<file path="src/rtl/mmio_responder_pkg.sv">
// Shared definitions for the MMIO responder: window base, register offsets,
// timer control bit positions and the CPU data-memory access type codes.
package mmio_pkg;

    localparam logic [31:0] MMIO_BASE_DEFAULT = 32'hFFFF_0000;

    localparam logic [7:0] OFF_SW     = 8'h00;
    localparam logic [7:0] OFF_LED    = 8'h04;
    localparam logic [7:0] OFF_SEG_LO = 8'h08;
    localparam logic [7:0] OFF_SEG_HI = 8'h0C;
    localparam logic [7:0] OFF_CYCLE  = 8'h10;
    localparam logic [7:0] OFF_TCMP   = 8'h14;
    localparam logic [7:0] OFF_TCTRL  = 8'h18;
    localparam logic [7:0] OFF_STATUS = 8'h1C;

    localparam int TCTRL_EN     = 0;
    localparam int TCTRL_PEND   = 1;
    localparam int TCTRL_RELOAD = 2;
    localparam int TCTRL_IRQEN  = 3;

    typedef enum logic [2:0] {
        DM_WORD   = 3'b000,
        DM_HALF   = 3'b001,
        DM_HALF_U = 3'b010,
        DM_BYTE   = 3'b011,
        DM_BYTE_U = 3'b100
    } dmtype_e;

    typedef enum logic {
        TMR_IDLE = 1'b0,
        TMR_RUN  = 1'b1
    } tmr_state_e;

    // Offsets that accept a store; SW and CYCLE are read-only.
    function automatic logic reg_writable(input logic [7:0] off);
        case (off)
            OFF_LED, OFF_SEG_LO, OFF_SEG_HI,
            OFF_TCMP, OFF_TCTRL, OFF_STATUS: reg_writable = 1'b1;
            default:                         reg_writable = 1'b0;
        endcase
    endfunction

endpackage

</file>
<file path="src/rtl/mmio_responder_if.sv">
// CPU data-bus view of the MMIO window: the CPU memory stage is the master,
// the responder is the slave.
interface mmio_responder_if;
    logic        io_we;
    logic [31:0] io_addr;
    logic [31:0] io_wdata;
    logic [2:0]  io_dmtype;
    logic        io_hit;
    logic [31:0] io_rdata;

    modport master (
        output io_we, io_addr, io_wdata, io_dmtype,
        input  io_hit, io_rdata
    );

    modport slave (
        input  io_we, io_addr, io_wdata, io_dmtype,
        output io_hit, io_rdata
    );
endinterface

</file>
<file path="src/rtl/mmio_responder_io_timer.sv">
// Compare timer: free-running TCNT while enabled, match against TCMP sets a
// sticky pending flag, optional auto-reload, level interrupt.
module io_timer
    import mmio_pkg::*;
(
    input  logic        clk,
    input  logic        rstn,
    input  logic        tcmp_we_i,
    input  logic        tctrl_we_i,
    input  logic [31:0] wdata_i,
    output logic [31:0] tcmp_o,
    output logic [31:0] tctrl_o,
    output logic        irq_o
);

    tmr_state_e  state_q;
    logic [31:0] tcnt_q;
    logic [31:0] tcmp_q;
    logic        pend_q;
    logic        reload_q;
    logic        irqen_q;
    logic        irq_q;

    logic match;
    logic pend_clr;
    logic pend_d;
    logic irqen_d;

    assign match    = (state_q == TMR_RUN) && (tcnt_q == tcmp_q);
    assign pend_clr = tctrl_we_i && wdata_i[TCTRL_PEND];
    // A match in the same edge as the W1C keeps the flag set.
    assign pend_d   = match | (pend_q & ~pend_clr);
    assign irqen_d  = tctrl_we_i ? wdata_i[TCTRL_IRQEN] : irqen_q;

    always_ff @(posedge clk or negedge rstn) begin
        if (!rstn) begin
            state_q  <= TMR_IDLE;
            tcnt_q   <= 32'd0;
            tcmp_q   <= 32'hFFFF_FFFF;
            pend_q   <= 1'b0;
            reload_q <= 1'b0;
            irqen_q  <= 1'b0;
            irq_q    <= 1'b0;
        end else begin
            if (tcmp_we_i) tcmp_q <= wdata_i;
            if (tctrl_we_i) reload_q <= wdata_i[TCTRL_RELOAD];
            irqen_q <= irqen_d;
            pend_q  <= pend_d;
            irq_q   <= pend_d & irqen_d;

            case (state_q)
                TMR_IDLE: begin
                    if (tctrl_we_i && wdata_i[TCTRL_EN]) begin
                        state_q <= TMR_RUN;
                        tcnt_q  <= 32'd0;
                    end
                end
                TMR_RUN: begin
                    if (match) begin
                        if (reload_q) tcnt_q <= 32'd0;
                    end else begin
                        tcnt_q <= tcnt_q + 32'd1;
                    end
                    // One-shot mode parks TCNT at TCMP and drops EN.
                    if (tctrl_we_i)
                        state_q <= wdata_i[TCTRL_EN] ? TMR_RUN : TMR_IDLE;
                    else if (match && !reload_q)
                        state_q <= TMR_IDLE;
                end
                default: state_q <= TMR_IDLE;
            endcase
        end
    end

    assign tcmp_o  = tcmp_q;
    assign tctrl_o = {28'd0, irqen_q, reload_q, pend_q, (state_q == TMR_RUN)};
    assign irq_o   = irq_q;

endmodule

</file>
<file path="src/rtl/mmio_responder.sv">
// MMIO target on the CPU data bus: switch sync, LEDs, tear-free 64-bit
// seven-segment word, cycle counter, compare timer and sticky bus error.
module mmio_responder
    import mmio_pkg::*;
#(
    parameter logic [31:0] BASE  = MMIO_BASE_DEFAULT,
    parameter int          SW_W  = 16,
    parameter int          LED_W = 16
) (
    input  logic              clk,
    input  logic              rstn,
    mmio_responder_if.slave   bus,
    input  logic [SW_W-1:0]   sw_i,
    output logic [LED_W-1:0]  led_o,
    output logic [63:0]       seg_data_o,
    output logic              irq_o
);

    logic [SW_W-1:0]  sw_meta_q;
    logic [SW_W-1:0]  sw_sync_q;
    logic [LED_W-1:0] led_q;
    logic [31:0]      seg_lo_q;
    logic [63:0]      seg_q;
    logic [31:0]      cycle_q;
    logic             err_q;
    logic             err_d;

    logic        hit;
    logic [7:0]  off;
    logic [7:0]  word_off;
    logic        wr_ok;
    logic        wr_err;
    logic [31:0] sw_ext;
    logic [31:0] led_ext;
    logic [31:0] tcmp;
    logic [31:0] tctrl;
    logic [31:0] rdata;

    assign hit      = (bus.io_addr[31:8] == BASE[31:8]);
    assign off      = bus.io_addr[7:0];
    assign word_off = {bus.io_addr[7:2], 2'b00};

    // Only aligned word stores to writable registers land; anything else that
    // hits the window is dropped and flagged.
    assign wr_ok  = bus.io_we && hit && (bus.io_dmtype == DM_WORD) &&
                    (bus.io_addr[1:0] == 2'b00) && reg_writable(off);
    assign wr_err = bus.io_we && hit && !wr_ok;
    assign err_d  = wr_err | (err_q & ~(wr_ok && off == OFF_STATUS && bus.io_wdata[0]));

    io_timer u_timer (
        .clk       (clk),
        .rstn      (rstn),
        .tcmp_we_i (wr_ok && off == OFF_TCMP),
        .tctrl_we_i(wr_ok && off == OFF_TCTRL),
        .wdata_i   (bus.io_wdata),
        .tcmp_o    (tcmp),
        .tctrl_o   (tctrl),
        .irq_o     (irq_o)
    );

    always_ff @(posedge clk or negedge rstn) begin
        if (!rstn) begin
            sw_meta_q <= '0;
            sw_sync_q <= '0;
            led_q     <= '0;
            seg_lo_q  <= 32'hFFFF_FFFF;
            seg_q     <= 64'hFFFF_FFFF_FFFF_FFFF;
            cycle_q   <= 32'd0;
            err_q     <= 1'b0;
        end else begin
            sw_meta_q <= sw_i;
            sw_sync_q <= sw_meta_q;
            cycle_q   <= cycle_q + 32'd1;
            err_q     <= err_d;
            if (wr_ok && off == OFF_LED)    led_q    <= bus.io_wdata[LED_W-1:0];
            if (wr_ok && off == OFF_SEG_LO) seg_lo_q <= bus.io_wdata;
            // The high-word store commits both halves at once.
            if (wr_ok && off == OFF_SEG_HI) seg_q    <= {bus.io_wdata, seg_lo_q};
        end
    end

    always_comb begin
        sw_ext              = '0;
        sw_ext[SW_W-1:0]    = sw_sync_q;
        led_ext             = '0;
        led_ext[LED_W-1:0]  = led_q;
    end

    always_comb begin
        rdata = 32'd0;
        if (hit) begin
            case (word_off)
                OFF_SW:     rdata = sw_ext;
                OFF_LED:    rdata = led_ext;
                OFF_SEG_LO: rdata = seg_lo_q;
                OFF_SEG_HI: rdata = seg_q[63:32];
                OFF_CYCLE:  rdata = cycle_q;
                OFF_TCMP:   rdata = tcmp;
                OFF_TCTRL:  rdata = tctrl;
                OFF_STATUS: rdata = {31'd0, err_q};
                default:    rdata = 32'd0;
            endcase
        end
    end

    assign bus.io_hit   = hit;
    assign bus.io_rdata = rdata;
    assign led_o        = led_q;
    assign seg_data_o   = seg_q;

endmodule

</file>
<file path="src/flat_wrapper.sv">
// flat-port wrapper written by rule: the top's interface ports become plain ports
module mmio_responder_flat import mmio_pkg::*;
#(
    parameter logic [31:0] BASE  = MMIO_BASE_DEFAULT,
    parameter int          SW_W  = 16,
    parameter int          LED_W = 16
)
  (clk, rstn, sw_i, led_o, seg_data_o, irq_o, bus_io_we, bus_io_addr, bus_io_wdata, bus_io_dmtype, bus_io_hit, bus_io_rdata);
  mmio_responder_if bus_i ();
  input  logic clk;
  input  logic rstn;
  input  logic [SW_W-1:0] sw_i;
  output logic [LED_W-1:0] led_o;
  output logic [63:0] seg_data_o;
  output logic irq_o;
  input wire logic [$bits(bus_i.io_we)-1:0] bus_io_we;
  input wire logic [$bits(bus_i.io_addr)-1:0] bus_io_addr;
  input wire logic [$bits(bus_i.io_wdata)-1:0] bus_io_wdata;
  input wire logic [$bits(bus_i.io_dmtype)-1:0] bus_io_dmtype;
  output wire logic [$bits(bus_i.io_hit)-1:0] bus_io_hit;
  output wire logic [$bits(bus_i.io_rdata)-1:0] bus_io_rdata;
  assign bus_i.io_we = bus_io_we;
  assign bus_i.io_addr = bus_io_addr;
  assign bus_i.io_wdata = bus_io_wdata;
  assign bus_i.io_dmtype = bus_io_dmtype;
  assign bus_io_hit = bus_i.io_hit;
  assign bus_io_rdata = bus_i.io_rdata;
  mmio_responder #(.BASE(BASE), .SW_W(SW_W), .LED_W(LED_W)) u_core (.clk(clk), .rstn(rstn), .bus(bus_i), .sw_i(sw_i), .led_o(led_o), .seg_data_o(seg_data_o), .irq_o(irq_o));
endmodule
</file>
<file path="config.mk">
export PLATFORM = sky130hd
export DESIGN_NAME = mmio_responder_flat
export DESIGN_NICKNAME = d
export VERILOG_FILES = /design/src/rtl/mmio_responder_pkg.sv /design/src/rtl/mmio_responder_if.sv /design/src/rtl/mmio_responder_io_timer.sv /design/src/rtl/mmio_responder.sv /design/src/flat_wrapper.sv
export SDC_FILE = /design/constraint.sdc
export NUM_CORES = 1
export LEC_CHECK = 0
export ABC_AREA = 1
export CAP_MARGIN = 10
export CORE_ASPECT_RATIO = 1.75
export CORE_MARGIN = 2
export CORE_UTILIZATION = 54
export DETAILED_ROUTE_END_ITERATION = 16
export PLACE_DENSITY_LB_ADDON = 0.15
export SETUP_SLACK_MARGIN = 0.1
export SLEW_MARGIN = 15
export SYNTH_ARGS = -nofsm -noshare
export SYNTH_HDL_FRONTEND = slang
export SYNTH_SLANG_ARGS = --single-unit
export TNS_END_PERCENT = 5
</file>
<file path="constraint.sdc">
create_clock -name clk -period 2.08 [get_ports clk]
set_input_delay 0.416 -clock clk [delete_from_list [all_inputs] [get_ports clk]]
set_output_delay 0.416 -clock clk [all_outputs]
set_load 0.005 [all_outputs]
</file>
# Word level (Yosys, flattened, before mapping)
# Index checks and enable logic that the tools add are counted.
[word_totals]
reg_bits = 246
input_bits = 86
[classes]
n_addsub = 2
n_eq_ne = 17
n_mux = 13
bitwise_logic = 8
reduce_logical = 23
[op_table]
columns = ["op", "count"]
rows = [
  ["one-hot mux 32 bit (8 select lines)", 1],
  ["2-to-1 mux 32 bit", 4],
  ["adder 32 x 1 -> 32 bit, second input constant", 2],
  ["one-hot mux 32 bit (2 select lines)", 1],
  ["== test 32 bit", 1],
  ["== test 24 bit, second input constant", 1],
  ["== test 6 x 3 -> 1 bit, second input constant", 4],
  ["== test 8 x 5 -> 1 bit, second input constant", 3],
  ["== test 8 x 4 -> 1 bit, second input constant", 2],
  ["logical AND 1 bit", 16],
  ["== test 6 x 2 -> 1 bit, second input constant", 2],
  ["== test 8 x 3 -> 1 bit, second input constant", 1],
  ["logical NOT 8 bit", 1],
  ["== test 6 x 1 -> 1 bit, second input constant", 1],
  ["2-to-1 mux 1 bit", 6],
  ["OR reduction 6 bit", 1],
  ["AND 1 bit", 3],
  ["logical NOT 3 bit", 1],
  ["!= test 3 bit, second input constant", 1],
  ["NOT 1 bit", 3],
  ["logical NOT 1 bit", 2],
  ["logical NOT 2 bit", 1],
  ["!= test 2 bit, second input constant", 1],
  ["OR 1 bit", 2],
  ["2 further kinds", 2],
]

# Depth between registers and ports, before layout
# Gate-level depths: netlist of the first run.
[depth]
word_depth = 11
ltp_mapped = 13
mapped_depth_nobuf = 12

# Cells and area by module
# Synthesis of the first run repeated with hierarchy kept, for this count alone.
[unflattened]
hier_cells = 1775
area_unflattened_um2 = 13286.5
[by_module_without_submodules]
columns = ["module", "n_inst", "cells_per_inst", "area_per_inst_um2", "seq_area_each_um2"]
rows = [
  ["mmio_responder", 1, 1124, 8762.2, 4549.4],
  ["io_timer", 1, 651, 4524.3, 1766.7],
]

# Worst setup path before layout of the first run
# No wires, ideal clock.
[synth_path]
path_type = "input to output"
from = "input port bus_io_addr[5]"
to = "output port bus_io_rdata[10]"
t_arrival_ns = 1.584
required_time_ns = 1.664
setup_slack_ns = 0.080
path_stages = 8
n_path_buf = 1
path_cell_list = "inv_1 > nand2_1 > nor2_1 > nand2_1 > inv_2 > buf_1 > a22oi_1 > a21oi_1"
[synth_via]
elab_chain_len = 3
elab_cells_between_ends = 10
cone_classes = "eq/ne (7); mux (2); reduce/logical (1)"
[synth_lines]
columns = ["item", "line_no", "text"]
rows = [
  ["from (decl)", "flat_wrapper.sv:17", "input wire logic [$bits(bus_i.io_addr)-1:0] bus_io_addr;"],
  ["== test 6 x 3 -> 1 bit, or another cell as far along", "mmio_responder.sv:92", "case (word_off)"],
  ["one-hot mux 32 bit (8 select lines) (*)", "mmio_responder.sv:92", ""],
  ["2-to-1 mux 32 bit (*)", "mmio_responder.sv:91", "if (hit) begin"],
  ["to (decl)", "flat_wrapper.sv:21", "output wire logic [$bits(bus_i.io_rdata)-1:0] bus_io_rdata;"],
]
# Every way passes the cells marked *; elsewhere a longest branch is shown, timed or not.

# Worst setup path after layout of the first run
[layout_path]
from = "input port bus_io_addr[7]"
to = "output port bus_io_rdata[9]"
# Same word-level chain as after synthesis.

==> key figures, run 1 <==
Pwr
  – Seq pwr share: 0.482
  – Switching share of total power: 0.216
  – Maximum vdd drop: about 0.8 mV
  – Internal power: 7.87 mW
  – Sw Pwr: 2.17 mW
  – P per Cell Area: just under 600 nW/um^2
  – Comb pwr share: 0.048
  – LEAKAGE: 8.02 nW
  – Clock network fraction of design power: 0.470

Global routing
  – First-pass GRT wire length: 66400 um
  – Busiest grt layer: met2
  – Gr usage total: 0.356
  – Initial antenna violation count: 0
  – Met3 Resource Use GR: 0.0399
  – Met2 usage: 0.663
  – Number of global-route vias before repair: 12523
  – Pin count of the biggest net entering global routing: 65
  – Grt ovf: 0
  – GRT met1 Usage: 0.372

Floorplan
  – Die height: roughly 200 um
  – CORE AREA: 22100 sq um
  – FP Rows: about 70
  – I/O pin count: 200
  – Starting Density: 0.551
  – Die width: about 120 um
  – Die area: 23800 sq um

Setup path
  – Critical path, cell by cell: buf_8 > nor2_4 > nand2_4 > buf_6 > nor2_4 > buf_12 > buf_8 > buf_16 > a221oi_4 > a21oi_2 > buf_2
  – CP Class: input port to primary output
  – Flop2flop setup slack: roughly 130 ps
  – Setup crit end: bus_io_rdata[9]
  – Largest stage delay, worst path: 170 ps
  – Max FO, Critical Path: 8
  – Reg2reg path depth: 9
  – Setup crit start kind: input port
  – FF-to-FF End: u_core.cycle_q[24]$_DFF_PN0_
  – Worst path slowest cell: a21oi_2
  – RR Startpoint: u_core.cycle_q[0]$_DFF_PN0_
  – Crit path capture type: primary output
  – CP startpoint: bus_io_addr[7]
  – Arr. time, crit path: about 1800 ps
  – Critical Path RT: about 1700 ps

STA
  – Fin crit share: 1.07
  – RSZ-0062 raised after global routing: yes
  – Hold Violations, Final: 0
  – Slew @ Worst Pin: between 500 and 600 ps
  – Setup TNS: -2660 ps
  – Relative slew slack: 0.644
  – Setup ws final: -142 ps
  – Worst Skew: 14.0 ps
  – Final setup fails: 32
  – Max Slew Vio Count: 0
  – FMAX: 450 MHz
  – Fin crit period: 2220 ps

CTS
  – Reg clk slew, reported paths: 70 ps
  – Sink Count: 246
  – Root Buffer Master: clkbuf_16
  – Longest Clk Path Bufs: 3
  – # H-tree levels: 1
  – CTS tree: built
  – Total CTS buffers: 24
  – Skew-Pair Late Insertion Delay: 520 ps

Placement
  – Worst slack, placed: -925 ps
  – Gpl congestion: about 0.96
  – Buffers on Ports: 199
  – DPL Wire Length: 29000 um

Synth
  – Post-synthesis average cell area: 8.06 sq um
  – Yosys synthesis warning count: 0
  – FF+latch count, synth: 246
  – Register area share after synthesis: 0.519
  – Synthesized net count: 1596
  – Syn Std Cell Area: 12200 sq um
  – Adder-Cell Fraction of Synth Area: 0.00206
  – Largest family of logic cells by synthesized area: simple AND/OR/NAND/NOR gates
  – Cells after Synth: 1508
  – Mux share of post-synthesis cell area: 0
  – Compound-gate portion of the synthesized area: 0.114
  – Post-synthesis simple-gate area fraction: 0.256
  – Synth cell types: 34
  – Synth Area in XOR/XNOR: 0.0338

Route
  – DRT antenna net count: 0
  – Pre-Repair DR Iteration Count: 6
  – DR WL/cell: 20.5 um
  – Number of DRC markers in iteration 0: 815
  – Drt total wl: roughly 43000 um
  – Vias per cell: 5.72
  – # DRC: 0
  – Vias: 12068

Final layout
  – Final Core Density: 0.785
  – Diodes inserted: 0
  – Layout cells sized above 1: 0.284
  – Area delta synth->final: 42.6%
  – Final #Nets: 1885
  – Fillers: 1544

Min path
  – Type of the tightest min-delay check: input port to flop

Status
  – Outcome: complete, but fails checks
  – Violated checks: setup timing

Flow run
  – # Max-Cap Violations: 0
## sequential cells by signal, summed over array words and instances (netlist names)
register,flops
u_core.seg_lo_q,32
u_core.u_timer.irq_o,1
u_core.err_q,1
u_core.seg_data_o,64
u_core.u_timer.state_q,1
u_core.u_timer.tcnt_q,32
u_core.u_timer.reload_q,1
u_core.u_timer.irqen_q,1
u_core.sw_sync_q,16
u_core.cycle_q,32
u_core.u_timer.pend_q,1
u_core.led_o,16
u_core.u_timer.tcmp_o,32
u_core.sw_meta_q,16
## stage by stage
step | cells | instance area, sq um | hold WS, ps | total power, mW
5_1_grt | 2111 | 17300 | 322 | 10.3
2_1_floorplan | 1508 | 12200 | 120 | 4.98
6_report | 2111 | 17300 | 332 | 10.0
3_5_place_dp | 2045 | 15200 | 335 | 5.34
4_1_cts | 2108 | 17000 | 323 | 10.0
3_3_place_gp | 2045 | 15200 | 332 | 5.33
## layer usage
metal  part of all wire  up-vias
met5                  0        -
li1                   -     5504
met3              0.049      186
met4              0.077        0
met2               0.54      520
met1               0.34     5858
## kinds of logic after synthesis
family                   Yosys count
AO/OA/AOI/OAI                    242
XOR/XNOR                          47
adder cells (fa/ha/maj)            2
buffers and inverters            233
flip-flops                       246
AND/OR/NAND/NOR                  738
## cells in the mapped netlist, drive strengths merged
library cell,count,area share
a32oi,1,0.00072
a21o,2,0.0012
nor4,8,0.0041
or2,1,0.00051
nand4,45,0.023
o221ai,1,0.00072
buf,24,0.0098
clkbuf,34,0.010
xor2,35,0.025
and2,2,0.0010
nor3,28,0.012
nand3b,6,0.0037
o21ai,154,0.063
o21a,1,0.00062
dfstp,128,0.28
inv,175,0.054
nor2,118,0.038
o22ai,2,0.0010
a221oi,23,0.018
nand3,92,0.039
dfrtp,118,0.24
a21oi,36,0.015
a22oi,22,0.014
nand2,438,0.14
xnor2,12,0.0086
ha,2,0.0021
## critical path, delay by kind of cell
kind | cells | cell delay, ps
buf+inv | 6 | 770
compound gates | 2 | 250
simple gates | 3 | 360
## cell type report
cell class / instances / area, sq um / share of cell area
Sequential cell: 246 / 6320 / 0.364
Multi-Input combinational cell: 1029 / 5960 / 0.344
Timing Repair Buffer: 321 / 3160 / 0.182
Clock buffer: 35 / 693 / 0.0400
Inverter: 175 / 679 / 0.0392
Tap cell: 296 / 370 / 0.0214
Clock inverter: 9 / 154 / 0.00888
## repair_timing
| item | 4_1_cts | 5_1_grt |
|---|---|---|
| hold buffers | 1 | 0 |
| gates resized for setup | 478 | 103 |
| buffers inserted | 10 | 3 |
| cloned | 8 | 0 |
| setup endpoints to repair | 114 | 86 |
| endpoints found under the hold margin | 19 | 0 |
| pin swaps | 40 | 34 |
## worst min-delay path by stage
stage	cells after the start	endpoint	from
floorplan	0	u_core.cycle_q[0]$_DFF_PN0_	rstn
global placement	0	u_core.sw_sync_q[12]$_DFF_PN0_	u_core.sw_meta_q[12]$_DFF_PN0_
detailed placement	0	u_core.sw_sync_q[15]$_DFF_PN0_	u_core.sw_meta_q[15]$_DFF_PN0_
CTS	1	u_core.sw_meta_q[0]$_DFF_PN0_	sw_i[0]
global route	1	u_core.sw_meta_q[15]$_DFF_PN0_	sw_i[15]
finish	1	u_core.sw_meta_q[12]$_DFF_PN0_	sw_i[12]
## power groups by stage
stage                     logic, mW  registers, mW  clock network [mW]
after floorplan              0.0710           4.91                   0
after global placement        0.415           4.92                   0
after detailed placement      0.422           4.92                   0
after CTS                     0.450           4.84                4.74
after global routing          0.520           4.84                4.94
final                         0.483           4.84                4.71
## cell usage in the layout (no fill, tap or decap), types with 5 or more instances in the layout
cell type	count
buf_12	17
xor2_1	35
nor2_1	79
a221oi_4	19
o21ai_0	66
o21ai_1	82
dfrtp_1	117
buf_6	30
a21oi_4	16
a21oi_1	10
clkbuf_1	7
inv_2	6
nand3_2	6
inv_1	165
nand2_2	24
a22oi_1	6
a21oi_2	10
xnor2_1	12
nor2_4	22
buf_16	8
o21ai_2	6
nand2_1	409
nor3_1	24
dfstp_2	128
buf_2	37
nand2_4	5
nand3b_1	6
dlygate4sd2_1	48
clkbuf_16	25
nor2_2	17
nand3_1	85
clkdlybuf4s50_1	73
nand4_1	45
buf_4	87
dlymetal6s2s_1	15
a22oi_2	16
nor4_1	7
buf_8	5
No activity file was read; power rests on OpenSTA's default activity.
==> run 2: changes to the inputs <==
Settings changed: CORE_MARGIN 2 to 3.
==> run 2 against run 1 <==
The run still ends with setup timing left; largest cell class unchanged; sequential share of layout area decreased by 0.34 points; wire length increased by 4.7%; die area increased by 2.7%; clock-buffer cell count decreased by 9; power increased by 1.6%; flip-flop and latch count unchanged; critical path depth decreased by 1; final cell count increased by 1.7%.
==> key figures, run 2 (same netlist as run 1, synthesis figures left out) <==
Status
  – Outcome: complete, but fails checks
  – Violated checks: setup timing

CTS
  – Root Buffer Master: clkbuf_16
  – Total CTS buffers: 24
  – Sink Count: approximately 250
  – Skew-Pair Late Insertion Delay: between 500 and 600 ps
  – Reg clk slew, reported paths: 70 ps
  – CTS tree: built
  – Longest Clk Path Bufs: 3
  – # H-tree levels: 1

Setup path
  – Crit path capture type: primary output
  – Setup crit start kind: input port
  – CP Class: input port to primary output
  – Critical Path RT: 1660 ps
  – Reg2reg path depth: 9
  – Arr. time, crit path: 1950 ps
  – Max FO, Critical Path: 8

Global routing
  – First-pass GRT wire length: 66100 um
  – Pin count of the biggest net entering global routing: 65
  – Gr usage total: 0.344
  – Number of global-route vias before repair: 12420
  – Grt ovf: 0
  – Initial antenna violation count: 2

Placement
  – Worst slack, placed: -1080 ps
  – Buffers on Ports: 199
  – Cell Area, Placed: 15300 sq um
  – DPL Wire Length: 29600 um
  – Gpl congestion: 0.970

STA
  – Fin crit period: between 2000 and 2500 ps
  – Slew @ Worst Pin: 519 ps
  – Max Slew Vio Count: 0
  – Fin crit share: 1.14
  – Hold Violations, Final: 0
  – Worst Skew: ~16 ps
  – Final setup fails: 192
  – RSZ-0062 raised after global routing: yes
  – FMAX: 422 MHz
  – Relative slew slack: 0.652
  – Setup ws final: -289 ps

Final layout
  – Area delta synth->final: 43.9%
  – Fillers: 1478
  – Commonest non-fill, non-tap cell in the layout: nand2_1
  – Max reg flops: between 60 and 70
  – Register area: approximately 6300 sq um
  – Final #Nets: 1919
  – Layout cells sized above 1: 0.304
  – Final Cell Area: 17500 sq um
  – Multi-input combinational cell area: 5740 sq um
  – Most frequent cells in the layout: nand2_1 (405), inv_1 (168), dfstp_2 (128)

Floorplan
  – I/O pin count: 200
  – FP Rows: 72
  – Die height: roughly 200 um
  – Die width: between 100 and 150 um
  – Die area: 24400 sq um
  – CORE AREA: 22200 sq um
  – Starting Density: 0.549

Pwr
  – LEAKAGE: 8.22 nW
  – Maximum vdd drop: around 0.89 mV
  – P per Cell Area: 583 nW/um^2
  – Design Power: 10.2 mW

Flow run
  – # Max-Cap Violations: 0

Route
  – DRT antenna net count: 0
  – Vias per cell: 5.77
  – # DRC: 0
  – DR WL/cell: approximately 21 um
  – Number of DRC markers in iteration 0: approximately 910
  – Drt total wl: 45300 um
  – Pre-Repair DR Iteration Count: 5
  – Vias: 12378

Min path
  – Type of the tightest min-delay check: input port to flop
  – Worst hold path depth: 1
-- run 2: path summary, 6_finish.rpt --
kind / startpoint / end / slack (ps)
max in group asynchronous: rstn / u_core.seg_data_o[58]$_DFFE_PN1P_ / 930
hold / removal: sw_i[4] / u_core.sw_meta_q[4]$_DFF_PN0_ / 320
setup reg to reg: u_core.u_timer.tcnt_q[0]$_DFFE_PN0P_ / u_core.u_timer.tcnt_q[17]$_DFFE_PN0P_ / 100
hold reg to reg: u_core.sw_meta_q[6]$_DFF_PN0_ / u_core.sw_sync_q[6]$_DFF_PN0_ / 350
min in group asynchronous: rstn / u_core.u_timer.tcnt_q[4]$_DFFE_PN0P_ / 400
setup / recovery: bus_io_addr[15] / bus_io_rdata[2] / -290
-- run 2: worst max-delay path: stages --
cell     delay (ps)
buf_6           100
nor2_4          110
nand2_2         100
nor4_4          330
nand4_1         150
buf_6           160
buf_8           140
buf_16          170
a21oi_4         150
buf_2           140
-- run 2: layer usage --
metal  up-vias  global-route usage  share of wire
met5         -                   0              0
met4         0               0.192          0.078
met3       213              0.0376          0.057
met2       608               0.647           0.54
met1      5976               0.371           0.33
li1       5581                   -              -
-- run 2: metrics by stage --
| step | setup TNS [ps] | utilization | hold slack [ps] | instances |
|---|---|---|---|---|
| final | -23050 | 0.790 | 321 | 2147 |
| after CTS | -14310 | 0.757 | 316 | 2125 |
| after global routing | -41650 | 0.790 | 321 | 2147 |
| after floorplan | 0 | - | 120 | 1508 |
| after detailed placement | -97660 | 0.688 | 335 | 2040 |
| after global placement | -88320 | 0.688 | 331 | 2040 |
-- run 2: cell type report --
type,instances,area share
multi-input cells,1029,0.328
flip-flops and latches,246,0.361
clock buffers,26,0.0365
clock inverters,18,0.0134
inverters,175,0.0381
diodes,2,0.000286
well taps,296,0.0212
repair buffers,355,0.202
-- run 2: timing repair --
action	CTS	global route
pin swaps	42	14
setup buffers	37	12
setup endpoints to repair	100	235
hold endpoints to repair	30	0
cloned	3	8
hold buffers	1	0
resized for setup	451	137
-- run 2: power breakdown --
group | switching, mW | total [mW] | internal [mW]
clock | 1.99 | 4.85 | 2.87
combinational | 0.274 | 0.505 | 0.230
sequential | 0.0103 | 4.84 | 4.83
